==> src/rtl/song_sequencer_pkg.sv <==
// Shared definitions for the song sequencer: song word layout, end marker,
// FSM state encoding and the OneHot note constants used by the note path.
package song_sequencer_pkg;

    localparam int NOTE_LSB = 0;
    localparam int NOTE_MSB = 9;
    localparam int DUR_LSB  = 10;
    localparam int DUR_MSB  = 15;

    localparam int NOTE_W = NOTE_MSB - NOTE_LSB + 1;
    localparam int DUR_W  = DUR_MSB - DUR_LSB + 1;
    localparam int ADDR_W = 14;
    localparam int DATA_W = 32;

    // A word whose note and duration fields are both zero terminates the song.
    localparam logic [DUR_MSB:NOTE_LSB] SONG_END = '0;

    typedef enum logic [2:0] {
        IDLE  = 3'd0,
        FETCH = 3'd1,
        LATCH = 3'd2,
        PLAY  = 3'd3,
        GAP   = 3'd4,
        DONE  = 3'd5
    } seqState;

    localparam logic [NOTE_W-1:0] DO   = 10'b0000000001;
    localparam logic [NOTE_W-1:0] RE   = 10'b0000000010;
    localparam logic [NOTE_W-1:0] MI   = 10'b0000000100;
    localparam logic [NOTE_W-1:0] FA   = 10'b0000001000;
    localparam logic [NOTE_W-1:0] SO   = 10'b0000010000;
    localparam logic [NOTE_W-1:0] LA   = 10'b0000100000;
    localparam logic [NOTE_W-1:0] SI   = 10'b0001000000;
    localparam logic [NOTE_W-1:0] HIDO = 10'b0010000000;
    localparam logic [NOTE_W-1:0] HIMI = 10'b0100000000;
    localparam logic [NOTE_W-1:0] HISO = 10'b1000000000;

    function automatic logic isMultiHot(input logic [NOTE_W-1:0] note);
        return (note & (note - NOTE_W'(1))) != '0;
    endfunction

endpackage

==> src/rtl/song_sequencer_unit_tick.sv <==
// Duration-unit prescaler: pulses tick on the last cycle of every
// TICKS-cycle unit while enabled; clr restarts the unit from zero.
module unit_tick #(
    parameter int unsigned TICKS = 4
) (
    input  logic clk,
    input  logic rst_n,
    input  logic en,
    input  logic clr,
    output logic tick
);

    localparam int unsigned CW = (TICKS > 1) ? $clog2(TICKS) : 1;
    localparam logic [CW-1:0] LAST = CW'(TICKS - 1);

    logic [CW-1:0] countReg;

    always_ff @(posedge clk or negedge rst_n) begin
        if (!rst_n) begin
            countReg <= '0;
        end else if (clr) begin
            countReg <= '0;
        end else if (en) begin
            countReg <= (countReg == LAST) ? '0 : countReg + CW'(1);
        end
    end

    assign tick = en && (countReg == LAST);

endmodule

==> src/rtl/song_sequencer.sv <==
// Auto-play sequencer: reads one song slot from the song RAM word by word and
// drives the one-hot note path with per-note durations and articulation gaps.
module song_sequencer
    import song_sequencer_pkg::*;
#(
    parameter int unsigned TICKS_PER_UNIT = 12_500_000,
    parameter int unsigned GAP_TICKS      = 1_000_000,
    parameter int unsigned SLOT_BITS      = 10
) (
    input  logic              clk,
    input  logic              rst_n,
    input  logic              start,
    input  logic              stop,
    input  logic              pause,
    input  logic [2:0]        song_sel,
    output logic [ADDR_W-1:0] mem_addr,
    output logic              mem_we,
    input  logic [DATA_W-1:0] mem_rdata,
    output logic [NOTE_W-1:0] note_onehot,
    output logic              note_valid,
    output logic              busy,
    output logic              done,
    output logic              note_err
);

    localparam int unsigned GW = (GAP_TICKS > 1) ? $clog2(GAP_TICKS) : 1;
    localparam logic [GW-1:0] GAP_LAST = GW'(GAP_TICKS - 1);

    seqState           stateReg, stateNext;
    logic [ADDR_W-1:0] addrReg, addrNext;
    logic [DUR_W-1:0]  durReg, durNext;
    logic [GW-1:0]     gapReg, gapNext;
    logic [NOTE_W-1:0] curNoteReg, curNoteNext;
    logic              errReg, errNext;
    logic [NOTE_W-1:0] noteReg;
    logic              validReg, busyReg, doneReg;

    logic              tickEn, tickClr, unitTick;
    logic              wordFinished;

    logic [NOTE_W-1:0] wordNote;
    logic [DUR_W-1:0]  wordDur;
    logic              isEnd, lastOffset;
    logic              unusedBits;

    assign wordNote   = mem_rdata[NOTE_MSB:NOTE_LSB];
    assign wordDur    = mem_rdata[DUR_MSB:DUR_LSB];
    assign isEnd      = (mem_rdata[DUR_MSB:NOTE_LSB] == SONG_END);
    assign lastOffset = &addrReg[SLOT_BITS-1:0];
    assign unusedBits = ^mem_rdata[DATA_W-1:DUR_MSB+1];

    unit_tick #(
        .TICKS (TICKS_PER_UNIT)
    ) unitTickInst (
        .clk   (clk),
        .rst_n (rst_n),
        .en    (tickEn),
        .clr   (tickClr),
        .tick  (unitTick)
    );

    always_comb begin
        stateNext    = stateReg;
        addrNext     = addrReg;
        durNext      = durReg;
        gapNext      = gapReg;
        curNoteNext  = curNoteReg;
        errNext      = errReg;
        tickEn       = 1'b0;
        tickClr      = 1'b0;
        wordFinished = 1'b0;

        if (stop) begin
            stateNext = IDLE;
        end else begin
            case (stateReg)
                IDLE: begin
                    if (start) begin
                        stateNext = FETCH;
                        addrNext  = ADDR_W'(song_sel) << SLOT_BITS;
                        errNext   = 1'b0;
                    end
                end
                FETCH: stateNext = LATCH;
                LATCH: begin
                    tickClr = 1'b1;
                    if (isEnd) begin
                        stateNext = DONE;
                    end else begin
                        stateNext = PLAY;
                        durNext   = (wordDur == '0) ? DUR_W'(1) : wordDur;
                        // Multi-hot words are played as rests and flag an error.
                        if (isMultiHot(wordNote)) begin
                            curNoteNext = '0;
                            errNext     = 1'b1;
                        end else begin
                            curNoteNext = wordNote;
                        end
                    end
                end
                PLAY: begin
                    if (!pause) begin
                        tickEn = 1'b1;
                        if (unitTick) begin
                            durNext = durReg - DUR_W'(1);
                            if (durReg == DUR_W'(1)) begin
                                if (GAP_TICKS == 0) begin
                                    wordFinished = 1'b1;
                                end else begin
                                    stateNext = GAP;
                                    gapNext   = '0;
                                end
                            end
                        end
                    end
                end
                GAP: begin
                    if (!pause) begin
                        if (gapReg == GAP_LAST) begin
                            wordFinished = 1'b1;
                        end else begin
                            gapNext = gapReg + GW'(1);
                        end
                    end
                end
                DONE: stateNext = IDLE;
                default: stateNext = IDLE;
            endcase

            // The address stays inside the slot: the last offset ends the song.
            if (wordFinished) begin
                if (lastOffset) begin
                    stateNext = DONE;
                end else begin
                    stateNext = FETCH;
                    addrNext  = addrReg + ADDR_W'(1);
                end
            end
        end
    end

    always_ff @(posedge clk or negedge rst_n) begin
        if (!rst_n) begin
            stateReg   <= IDLE;
            addrReg    <= '0;
            durReg     <= '0;
            gapReg     <= '0;
            curNoteReg <= '0;
            errReg     <= 1'b0;
            noteReg    <= '0;
            validReg   <= 1'b0;
            busyReg    <= 1'b0;
            doneReg    <= 1'b0;
        end else begin
            stateReg   <= stateNext;
            addrReg    <= addrNext;
            durReg     <= durNext;
            gapReg     <= gapNext;
            curNoteReg <= curNoteNext;
            errReg     <= errNext;
            // Outputs are registered from the next state; pause silences the next cycle.
            noteReg    <= (stateNext == PLAY && !pause) ? curNoteNext : '0;
            validReg   <= (stateNext == PLAY) && !pause && (curNoteNext != '0);
            busyReg    <= (stateNext != IDLE);
            doneReg    <= (stateNext == DONE);
        end
    end

    assign mem_addr    = addrReg;
    assign mem_we      = 1'b0;
    assign note_onehot = noteReg;
    assign note_valid  = validReg;
    assign busy        = busyReg;
    assign done        = doneReg;
    assign note_err    = errReg;

endmodule

==> config.mk <==
export PLATFORM = sky130hd
export DESIGN_NAME = song_sequencer
export DESIGN_NICKNAME = d
export VERILOG_FILES = /design/src/rtl/song_sequencer_pkg.sv /design/src/rtl/song_sequencer_unit_tick.sv /design/src/rtl/song_sequencer.sv
export SDC_FILE = /design/constraint.sdc
export NUM_CORES = 1
export LEC_CHECK = 0
export ABC_AREA = 1
export CORE_UTILIZATION = 45
export DETAILED_ROUTE_END_ITERATION = 10
export PLACE_DENSITY_LB_ADDON = 0.08
export SYNTH_ARGS = -nofsm -noshare
export SYNTH_HDL_FRONTEND = slang
export SYNTH_SLANG_ARGS = --single-unit
==> constraint.sdc <==
create_clock -name clk -period 1.9 [get_ports clk]
set_clock_uncertainty 0.2 [all_clocks]
set_input_delay 0.19 -clock clk [delete_from_list [all_inputs] [get_ports clk]]
set_output_delay 0.19 -clock clk [all_outputs]
set_load 0.05 [all_outputs]
==> results.sh, run 1 <==
export IMPL_synth_seq_area_share_pct=41.7
export IMPL_p_clk_share_pct=24.7
export IMPL_via_count=5926
export IMPL_syn_nets=792
export IMPL_worst_path_max_fanout=3
export IMPL_path_class="reg2reg"
export IMPL_die_x_um=112
export IMPL_wirelength_mm=16.4
export IMPL_clk_insertion_delay_late_ns=0.36
export IMPL_syn_to_final_growth_pct=56.1
export IMPL_multi_input_comb_area_mm2=0.00337
export IMPL_synth_top_area_cell="dfrtp_1"
export IMPL_start_util_pct=47.0
export IMPL_worstRegToRegCells=10
export IMPL_dieArea_mm2=0.0126
export IMPL_fill_cells=894
export IMPL_path_clk_slew_ns=0.07
export IMPL_final_nets=1015
export IMPL_cp_data_arrival_time_ns=2.09
export IMPL_synth_top_area_share_pct=41.7
export IMPL_syn_area_per_cell_um2=7.31
export IMPL_hold_viol_final=0
export IMPL_synth_common_cells="172 x nand2_1, 100 x nor2_1, 91 x dfrtp_1"
export IMPL_avgRoutedWirePerCell_um=14.7
export IMPL_detailed_place_hpwl_mm=10.8
export IMPL_grt_setup_unrepaired="yes"
export IMPL_cts_tree="built"
export IMPL_first_global_vias=5620
export IMPL_cts_buffer_depth=2
export IMPL_cp_end_kind="register"
export IMPL_worstMarginPinSlew_ns=0.511
export IMPL_cts_inserted_buffers=9
export IMPL_firstDrtPassIters=8
export IMPL_rows=39
export IMPL_p_total_uw=7560
export IMPL_synth_async_sr_flop_share_pct=100
export IMPL_synth_area_mm2=0.00546
export IMPL_vias_per_cell=5.30
export IMPL_seq_area_mm2=0.00228
export IMPL_leakage_uw=0.00389
export IMPL_synthTopCellsByArea="dfrtp_1 42%, nand2_1 12%, nor2_1 6.9%"
export IMPL_cap_violations=0
export IMPL_status="finished with violations"
export IMPL_cts_root_buf="clkbuf_16"
export IMPL_gp_congestion=0.862
export IMPL_ir_drop_mv=0.746
export IMPL_tns_ns=-4.22
export IMPL_finalCritPeriodShare_pct=108
export IMPL_htree_levels=3
export IMPL_antennaDiodeCount=0
export IMPL_syn_inst=747
export IMPL_core_area_mm2=0.0116
export IMPL_ioPinCount=69
export IMPL_portBuffers=51
export IMPL_postLayoutCoreUtil_pct=73.4
export IMPL_antenna_found_initial=0
export IMPL_globalRouteOverflowTotal=0
export IMPL_grt_max_degree=50
export IMPL_combPwrFrac_pct=39.7
export IMPL_fin_crit_ns=2.05
export IMPL_fmax_ghz=0.488
export IMPL_slew_headroom_pct=65.8
export IMPL_report_final_slew_viol_count=0
export IMPL_pwr_share_seq_pct=35.6
export IMPL_power_density_mw_per_mm2=887
export IMPL_synthDistinctLibCells=44
export IMPL_internal_power_uw=4710
export IMPL_critPathLaunchType="register"
export IMPL_violations="design-rule violations, negative setup slack"
export IMPL_ys_warn_count=0
export IMPL_worst_slack_ns=-0.149
export IMPL_yosysMostFrequentCell="nand2_1"
export IMPL_setup_viol=64
export IMPL_clock_sinks=91
export IMPL_synth_ff_type="dfrtp_1"
export IMPL_grt_pass1_wl_mm=25.2
export IMPL_synth_edf_count=0
export IMPL_grt_usage_pct=24.8
export IMPL_p_sw_uw=2850
export IMPL_hold_path_class="in2async"
export IMPL_swShare_pct=37.7
export IMPL_post_place_ws_ns=-0.445
export IMPL_ys_seq_elements=91
export IMPL_die_y_um=112
export IMPL_drtAntennaViolNets=0
export IMPL_drive_gt1_share_pct=38.2
export IMPL_drt_iter0_markers=317
export IMPL_drt_drc_violations_left=1
export IMPL_critical_path_required_ns=1.94
registers in the layout, summed over array words and instances (netlist names):
signal and cells:
unitTickInst.countReg 24, note_err 1, gapReg 20, note_onehot 10, busy 1, curNoteReg 10, note_valid 1, mem_addr 14
stateReg 3, durReg 6, done 1
placed cells by master, fill, tap and decap left out, types with 20 or more instances in the layout:
cell type	count
nor2_1	80
nand4_1	24
clkdlybuf4s50_1	33
o21ai_1	32
nand2_1	146
inv_1	74
a21oi_1	20
buf_4	165
dfrtp_1	86
buf_6	21
nand3_1	37
metrics by stage:
stage | instances | hold slack (ns) | area (um^2)
6_report | 1118 | 0.0572 | 8520
5_1_grt | 1118 | 0.0863 | 8520
4_1_cts | 1092 | 0.0674 | 7820
3_5_place_dp | 1062 | -0.0976 | 7140
3_3_place_gp | 1062 | -0.101 | 7140
2_1_floorplan | 747 | -0.306 | 5500
worst max-delay path: stages, from the launching register on:
cell     delay [ns]
dfrtp_1        0.40
buf_6          0.13
nand2_4        0.05
nor2_4         0.10
nand4_1        0.25
nor2_2         0.24
nand3_2        0.14
nor2_4         0.17
nand3_2        0.07
o21ai_1        0.09
o22ai_1        0.10
metal layers:
metal	wire length, um	global-route usage [%]	vias up
met5	0	0	-
met4	340	9.87	0
met3	707	3.24	29
met2	8170	43.2	169
met1	7190	31.2	2834
li1	-	-	2894
layout make-up:
type,count,share of cell area [%]
Clock inverter,5,0.705
Timing Repair Buffer,229,23.5
Clock buffer,11,2.85
Inverter,95,4.36
Sequential cell,91,26.8
Tap cell,143,2.10
Multi-Input combinational cell,543,39.6
Timing Repair inverter,1,0.0881
worst paths after layout:
path	from	end	slack [ns]
worst max register to register	unitTickInst.countReg[1]$_DFFE_PN0P_	unitTickInst.countReg[21]$_DFFE_PN0P_	-0.15
worst min register to register	mem_addr[12]$_DFFE_PN0N_	mem_addr[12]$_DFFE_PN0N_	0.31
max in group asynchronous	rst_n	durReg[3]$_DFFE_PN0P_	0.85
worst min-delay path	rst_n	unitTickInst.countReg[6]$_DFFE_PN0P_	0.06
worst max-delay path	unitTickInst.countReg[1]$_DFFE_PN0P_	unitTickInst.countReg[21]$_DFFE_PN0P_	-0.15
min in group clk	song_sel[2]	mem_addr[12]$_DFFE_PN0N_	0.19
power groups by stage:
stage / Clock, uW / Combinational (uW) / Sequential, uW
after global placement: 0 / 2320 / 2650
final: 1870 / 3000 / 2690
after floorplan: 0 / 1160 / 2830
after detailed placement: 0 / 2370 / 2660
after global routing: 1970 / 3260 / 2740
after CTS: 1880 / 2550 / 2650
what timing repair did:
item	CTS	global route
gates cloned	1	4
setup endpoints to repair	78	80
hold buffers	1	0
gates resized for setup	76	109
endpoints found under the hold margin	91	0
pin swaps	27	36
setup buffers	12	24
kinds of logic (layout without fill, tap and decap cells):
kind of cell    Yosys count  count (layout)  synth area share, %
flops                    91              91                 41.7
buf+inv                 113             341                 8.25
simple gates            416             416                 35.5
xor+xnor                 18              18                 2.89
mux                       2               2                0.367
compound gates          101             101                 10.0
other cells               1               1               0.0687
fa+ha+maj                 5               5                 1.15
Power figures use the tool's default switching activity.
==> inputs of run 2 (changes only) <==
--- a/config.mk
+++ b/config.mk
@@ -8,6 +8,7 @@
 export ABC_AREA = 1
 export CORE_UTILIZATION = 45
 export DETAILED_ROUTE_END_ITERATION = 10
+export GPL_ROUTABILITY_DRIVEN = 0
 export PLACE_DENSITY_LB_ADDON = 0.08
 export SYNTH_ARGS = -nofsm -noshare
 export SYNTH_HDL_FRONTEND = slang
==> run 2 against run 1 <==
Compared with the run above:
- sequential power barely moved
- the run still ends with design-rule violations, negative setup slack left
- flip-flop and latch count did not move
- first-iteration DRC count fell by 5.7%
- count of clock-buffer cells in the layout did not move
- largest cell class unchanged
- global-route usage rose by 1.0 points
- via count barely moved
==> results.sh, run 2 (synthesis results as in run 1) <==
export IMPL_drive_gt1_share_pct=42.4
export IMPL_drt_iter0_markers=299
export IMPL_wirelength_mm=17.0
export IMPL_top_layer="met4"
export IMPL_avgRoutedWirePerCell_um=15.4
export IMPL_start_util_pct=47.0
export IMPL_largest_reg_flops=24
export IMPL_critPathLaunchType="register"
export IMPL_layout_common_cells="161 x buf_4, 131 x nand2_1, 84 x dfrtp_1"
export IMPL_path_buf_inv=3
export IMPL_htree_levels=3
export IMPL_rows=39
export IMPL_report_final_slew_viol_count=0
export IMPL_tns_ns=-6.99
export IMPL_path_clk_slew_ns=0.07
export IMPL_cp_data_arrival_time_ns=2.14
export IMPL_via_count=5929
export IMPL_detailed_place_hpwl_mm=10.9
export IMPL_seq_area_mm2=0.00229
export IMPL_fmax_ghz=0.480
export IMPL_critical_path_required_ns=1.95
export IMPL_cts_root_buf="clkbuf_16"
export IMPL_firstDrtPassIters=10
export IMPL_hold_viol_final=0
export IMPL_die_y_um=112
export IMPL_syn_to_final_growth_pct=59.3
export IMPL_finalCritPeriodShare_pct=110
export IMPL_die_x_um=112
export IMPL_dieArea_mm2=0.0126
export IMPL_crit_family="simple AND/OR/NAND/NOR gates"
export IMPL_swShare_pct=38.3
export IMPL_grt_setup_unrepaired="yes"
export IMPL_ir_drop_mv=0.638
export IMPL_globalRouteOverflowTotal=0
export IMPL_fill_cells=856
export IMPL_grt_pass1_wl_mm=26.2
export IMPL_postLayoutCoreUtil_pct=74.9
export IMPL_fin_crit_ns=2.08
export IMPL_portBuffers=51
export IMPL_holdWs_ns=0.0915
export IMPL_clock_sinks=91
export IMPL_final_common_cell="buf_4"
export IMPL_cp_cell_sequence="nand2_1 -> nor2_4 -> buf_4 -> nand2_1 -> nor3_4 -> nand3_2 -> nand2_4 -> nand4_1 -> nand4_1 -> buf_6 -> clkbuf_16 -> nor2_2"
export IMPL_path_class="reg2reg"
export IMPL_grt_usage_pct=25.8
export IMPL_violations="design-rule violations, negative setup slack"
export IMPL_worstMarginPinSlew_ns=0.508
export IMPL_drt_drc_violations_left=1
export IMPL_p_clk_share_pct=24.9
export IMPL_top_register="unitTickInst.countReg"
export IMPL_core_area_mm2=0.0116
export IMPL_power_density_mw_per_mm2=882
export IMPL_dpl_cell_area_mm2=0.00712
export IMPL_cts_buffer_depth=2
export IMPL_dr_wl_met2_mm=8.67
export IMPL_fin_area_mm2=0.00870
export IMPL_antenna_found_initial=0
export IMPL_status="finished with violations"
export IMPL_wl_met3_um=700
export IMPL_slew_headroom_pct=66.0
export IMPL_post_place_ws_ns=-0.424
export IMPL_vias_per_cell=5.36
export IMPL_pwr_share_seq_pct=35.2
export IMPL_p_sw_uw=2940
export IMPL_grt_max_degree=47
export IMPL_setup_viol=71
export IMPL_cts_tree="built"
export IMPL_wl_met1_mm=7.17
export IMPL_leakage_uw=0.00395
export IMPL_internal_power_uw=4740
export IMPL_ioPinCount=69
export IMPL_cap_violations=0
export IMPL_first_global_vias=5670
export IMPL_cts_inserted_buffers=9
export IMPL_clk_insertion_delay_late_ns=0.36
export IMPL_final_nets=1004
export IMPL_multi_input_comb_area_mm2=0.00363
export IMPL_drtAntennaViolNets=0
export IMPL_combPwrFrac_pct=39.9
export IMPL_worst_path_max_fanout=5
export IMPL_cp_end_kind="register"
export IMPL_hold_path_class="in2async"
export IMPL_worst_slack_ns=-0.183
export IMPL_critPathMaxStageDelay_ns=0.37
export IMPL_crit_path_top_delay_cell="dfrtp_1"
export IMPL_antennaDiodeCount=0
[run 2: cell types whose count changed in the layout (fill, tap and decap cells not counted), moves of 5 or more]
| cell | previous run | this run |
|---|---|---|
| buf_6 | 21 | 13 |
| clkdlybuf4s50_1 | 33 | 28 |
| nand2_1 | 146 | 131 |
| nand2_2 | 17 | 22 |
| nand2_4 | 11 | 20 |
| nor2_1 | 80 | 66 |
| nor2_2 | 11 | 22 |
| o21ai_1 | 32 | 16 |
| o21ai_2 | 5 | 23 |
[run 2: worst paths after layout]
kind / slack [ns] / endpoint / depth (start not counted) / from
worst max register to register: -0.18 / note_onehot[9]$_DFF_PN0_ / 12 / unitTickInst.countReg[10]$_DFFE_PN0P_
worst min-delay path: 0.09 / unitTickInst.countReg[6]$_DFFE_PN0P_ / 2 / rst_n
worst max-delay path: -0.18 / note_onehot[9]$_DFF_PN0_ / 12 / unitTickInst.countReg[10]$_DFFE_PN0P_
max in group asynchronous: 0.81 / durReg[0]$_DFFE_PN0P_ / 3 / rst_n
min in group clk: 0.18 / mem_addr[12]$_DFFE_PN0N_ / 3 / song_sel[2]
worst min register to register: 0.31 / curNoteReg[2]$_DFF_PN0_ / 2 / curNoteReg[2]$_DFF_PN0_
[run 2: layer usage]
metal | vias up | global-route usage, %
met5 | - | 0
met1 | 2848 | 33.0
met4 | 0 | 10.4
li1 | 2857 | -
met2 | 180 | 44.1
met3 | 44 | 3.62
[run 2: metrics by stage]
stage                     power, uW  cells
after floorplan                3990    747
after global placement         4950   1060
after detailed placement       5020   1060
after CTS                      7080   1087
after global routing           8080   1107
final                          7680   1107
[run 2: repair_timing]
item	in CTS	in global routing
hold endpoints to repair	91	0
buffers inserted	9	13
endpoints found under the setup margin	76	86
cloned	1	7
hold buffers	1	0
gates resized for setup	66	184
pin swaps	24	46
[run 2: worst register-to-register path, delay by kind of cell, from the launching register on]
| kind | cells | cell delay (ns) |
|---|---|---|
| buffers and inverters | 3 | 0.40 |
| DFF | 1 | 0.37 |
| and+or+nand+nor | 9 | 1.01 |
[run 2: cell type report]
type | count | share of cell area (%)
clock buffer | 11 | 2.91
multi-input combinational | 543 | 41.7
tap | 143 | 2.06
inverter | 95 | 4.30
timing repair buffer | 218 | 22.0
timing repair inverter | 1 | 0.0863
sequential | 91 | 26.3
clock inverter | 5 | 0.690
[run 2: power groups by stage]
stage	logic (uW)	clock network [uW]	registers (uW)
floorplan	1160	0	2830
global placement	2300	0	2650
detailed placement	2360	0	2660
CTS	2500	1940	2640
global route	3320	2020	2750
finish	3060	1910	2700
==> inputs of run 3 (changes only) <==
==> constraint.sdc (replaced) <==
create_clock -name clk -period 2.21 [get_ports clk]
set_clock_uncertainty 0.2 [all_clocks]
set_input_delay 0.221 -clock clk [delete_from_list [all_inputs] [get_ports clk]]
set_output_delay 0.221 -clock clk [all_outputs]
set_load 0.05 [all_outputs]
==> run 3 against run 2 <==
Compared with the run above:
- the flow finishes with violations (design-rule violations)
- utilization decreased by 15 points
- non-clock buffer count is 106 lower
- final area is 20% lower
- count of clock-buffer cells in the layout rose by 1
- first-iteration DRC count down 17%
- setup slack gained 0.29 ns
- register-to-register slack gained 0.33 ns
- flip-flop and latch count stayed put
- global-route usage fell by 3.3 points
- total power fell by 26%
- worst hold slack better by 0.12 ns
- sequential power shrank 13%
- largest cell class unchanged
- largest power group is now registers
==> results.sh, run 3 (synthesis results as in run 1) <==
export IMPL_final_nets=897
export IMPL_cts_tree="built"
export IMPL_path_clk_slew_ns=0.07
export IMPL_setup_viol=0
export IMPL_die_y_um=112
export IMPL_r2r_end="mem_addr[5]$_DFFE_PN0N_"
export IMPL_htree_levels=3
export IMPL_violations="design-rule violations"
export IMPL_leakage_uw=0.00303
export IMPL_multi_input_comb_area_mm2=0.00279
export IMPL_largest_reg_flops=24
export IMPL_dpl_cell_area_mm2=0.00652
export IMPL_worst_path_max_fanout=7
export IMPL_fin_area_mm2=0.00694
export IMPL_cts_root_buf="clkbuf_16"
export IMPL_clk_insertion_delay_late_ns=0.35
export IMPL_crit_family="buffers and inverters"
export IMPL_avgRoutedWirePerCell_um=13.2
export IMPL_critical_path_required_ns=1.79
export IMPL_start_util_pct=47.0
export IMPL_via_count=5208
export IMPL_power_density_mw_per_mm2=823
export IMPL_clock_sinks=91
export IMPL_seq_area_mm2=0.00228
export IMPL_grt_usage_pct=22.5
export IMPL_worstMarginPinSlew_ns=0.555
export IMPL_drt_iter0_markers=247
export IMPL_syn_to_final_growth_pct=27.2
export IMPL_drtAntennaViolNets=0
export IMPL_cp_data_arrival_time_ns=1.68
export IMPL_report_final_slew_viol_count=0
export IMPL_antennaDiodeCount=0
export IMPL_crit_path_top_delay_cell="clkdlybuf4s50_1"
export IMPL_wirelength_mm=13.2
export IMPL_antenna_found_initial=0
export IMPL_fmax_ghz=0.476
export IMPL_drt_drc_violations_left=1
export IMPL_cap_violations=0
export IMPL_die_x_um=112
export IMPL_core_area_mm2=0.0116
export IMPL_hold_path_class="in2async"
export IMPL_grt_max_degree=42
export IMPL_reg2reg_from="gapReg[1]$_DFFE_PN0P_"
export IMPL_rows=39
export IMPL_hold_viol_final=0
export IMPL_drive_gt1_share_pct=16.0
export IMPL_status="finished with violations"
export IMPL_crit_start="mem_addr[4]$_DFFE_PN0N_"
export IMPL_path_buf_inv=1
export IMPL_final_common_cell="nand2_1"
export IMPL_dieArea_mm2=0.0126
export IMPL_critPathLaunchType="register"
export IMPL_cp_cell_sequence="clkdlybuf4s50_1"
export IMPL_reg2reg_slack_ns=0.15
export IMPL_cts_buffer_depth=2
export IMPL_layout_common_cells="168 x nand2_1, 94 x nor2_1, 91 x dfrtp_1"
export IMPL_detailed_place_hpwl_mm=9.89
export IMPL_finalCritPeriodShare_pct=95.1
export IMPL_firstDrtPassIters=8
export IMPL_portBuffers=51
export IMPL_cp_end_kind="output port"
export IMPL_top_register="unitTickInst.countReg"
export IMPL_ir_drop_mv=0.441
export IMPL_critPathMaxStageDelay_ns=0.85
export IMPL_slew_headroom_pct=63.0
export IMPL_worstRegToRegCells=9
export IMPL_ioPinCount=69
export IMPL_fill_cells=1050
export IMPL_grt_pass1_wl_mm=22.9
export IMPL_cp_num_cells=1
export IMPL_postLayoutCoreUtil_pct=59.8
export IMPL_vias_per_cell=5.21
export IMPL_first_global_vias=5008
export IMPL_cts_inserted_buffers=9
export IMPL_path_class="reg2out"
export IMPL_globalRouteOverflowTotal=0
export IMPL_fin_crit_ns=2.10
## run 3: changes by cell type in the layout (fill, tap and decap cells not counted), sizes merged, moves of 3 or more
cell           previous run  this run
clkdlybuf4s50            28        50
buf                     179        61
dlymetal6s2s              5         0
clkbuf                   15        12
## run 3: power by group
group | internal (uW) | leakage [uW] | switching (uW) | total (uW)
registers | 1990 | 0.00122 | 347 | 2340
logic | 629 | 0.00165 | 1040 | 1670
clock network | 1050 | 0.000159 | 656 | 1710
total | 3670 | 0.00303 | 2050 | 5720
## run 3: worst max path at each step
stage / endpoint / slack, ns
after floorplan: mem_addr[5]$_DFFE_PN0N_ / 0.005
after global placement: note_valid$_DFF_PN0_ / -0.06
after detailed placement: note_valid$_DFF_PN0_ / -0.1
after CTS: note_valid$_DFF_PN0_ / 0.01
after global routing: note_valid$_DFF_PN0_ / -0.007
final: mem_addr[4] / 0.11
## run 3: layer usage
metal	share of wire (%)	vias to the layer above	wire length, um	GRT usage (%)
met3	4.6	15	601	4.05
met1	46	2417	6050	29.2
met4	1.5	0	195	8.18
met2	48	119	6310	37.6
met5	0	-	0	0
li1	-	2657	-	-
## run 3: metrics by stage
stage	instances	hold slack, ns	power (uW)	TNS [ns]	setup slack [ns]
4_1_cts	999	0.229	5740	0	0.0104
6_report	1000	0.208	5720	0	0.109
5_1_grt	1000	0.236	6060	-0.00967	-0.00746
2_1_floorplan	747	-0.275	3430	0	0.00456
3_3_place_gp	980	0.0472	3940	-0.219	-0.0575
3_5_place_dp	980	0.0514	4000	-0.483	-0.0958
## run 3: layout make-up
class	instances	share of cell area, %
Timing Repair Buffer	112	14.5
Sequential cell	91	32.8
Clock buffer	12	3.69
Tap cell	143	2.58
Inverter	95	5.17
Clock inverter	4	1.05
Multi-Input combinational cell	543	40.2
## run 3: what timing repair did
action,in CTS,in global routing
gates resized for setup,0,19
hold buffers,1,0
endpoints found under the setup margin,1,60
setup buffers,2,1
endpoints found under the hold margin,38,0
pin swaps,1,6
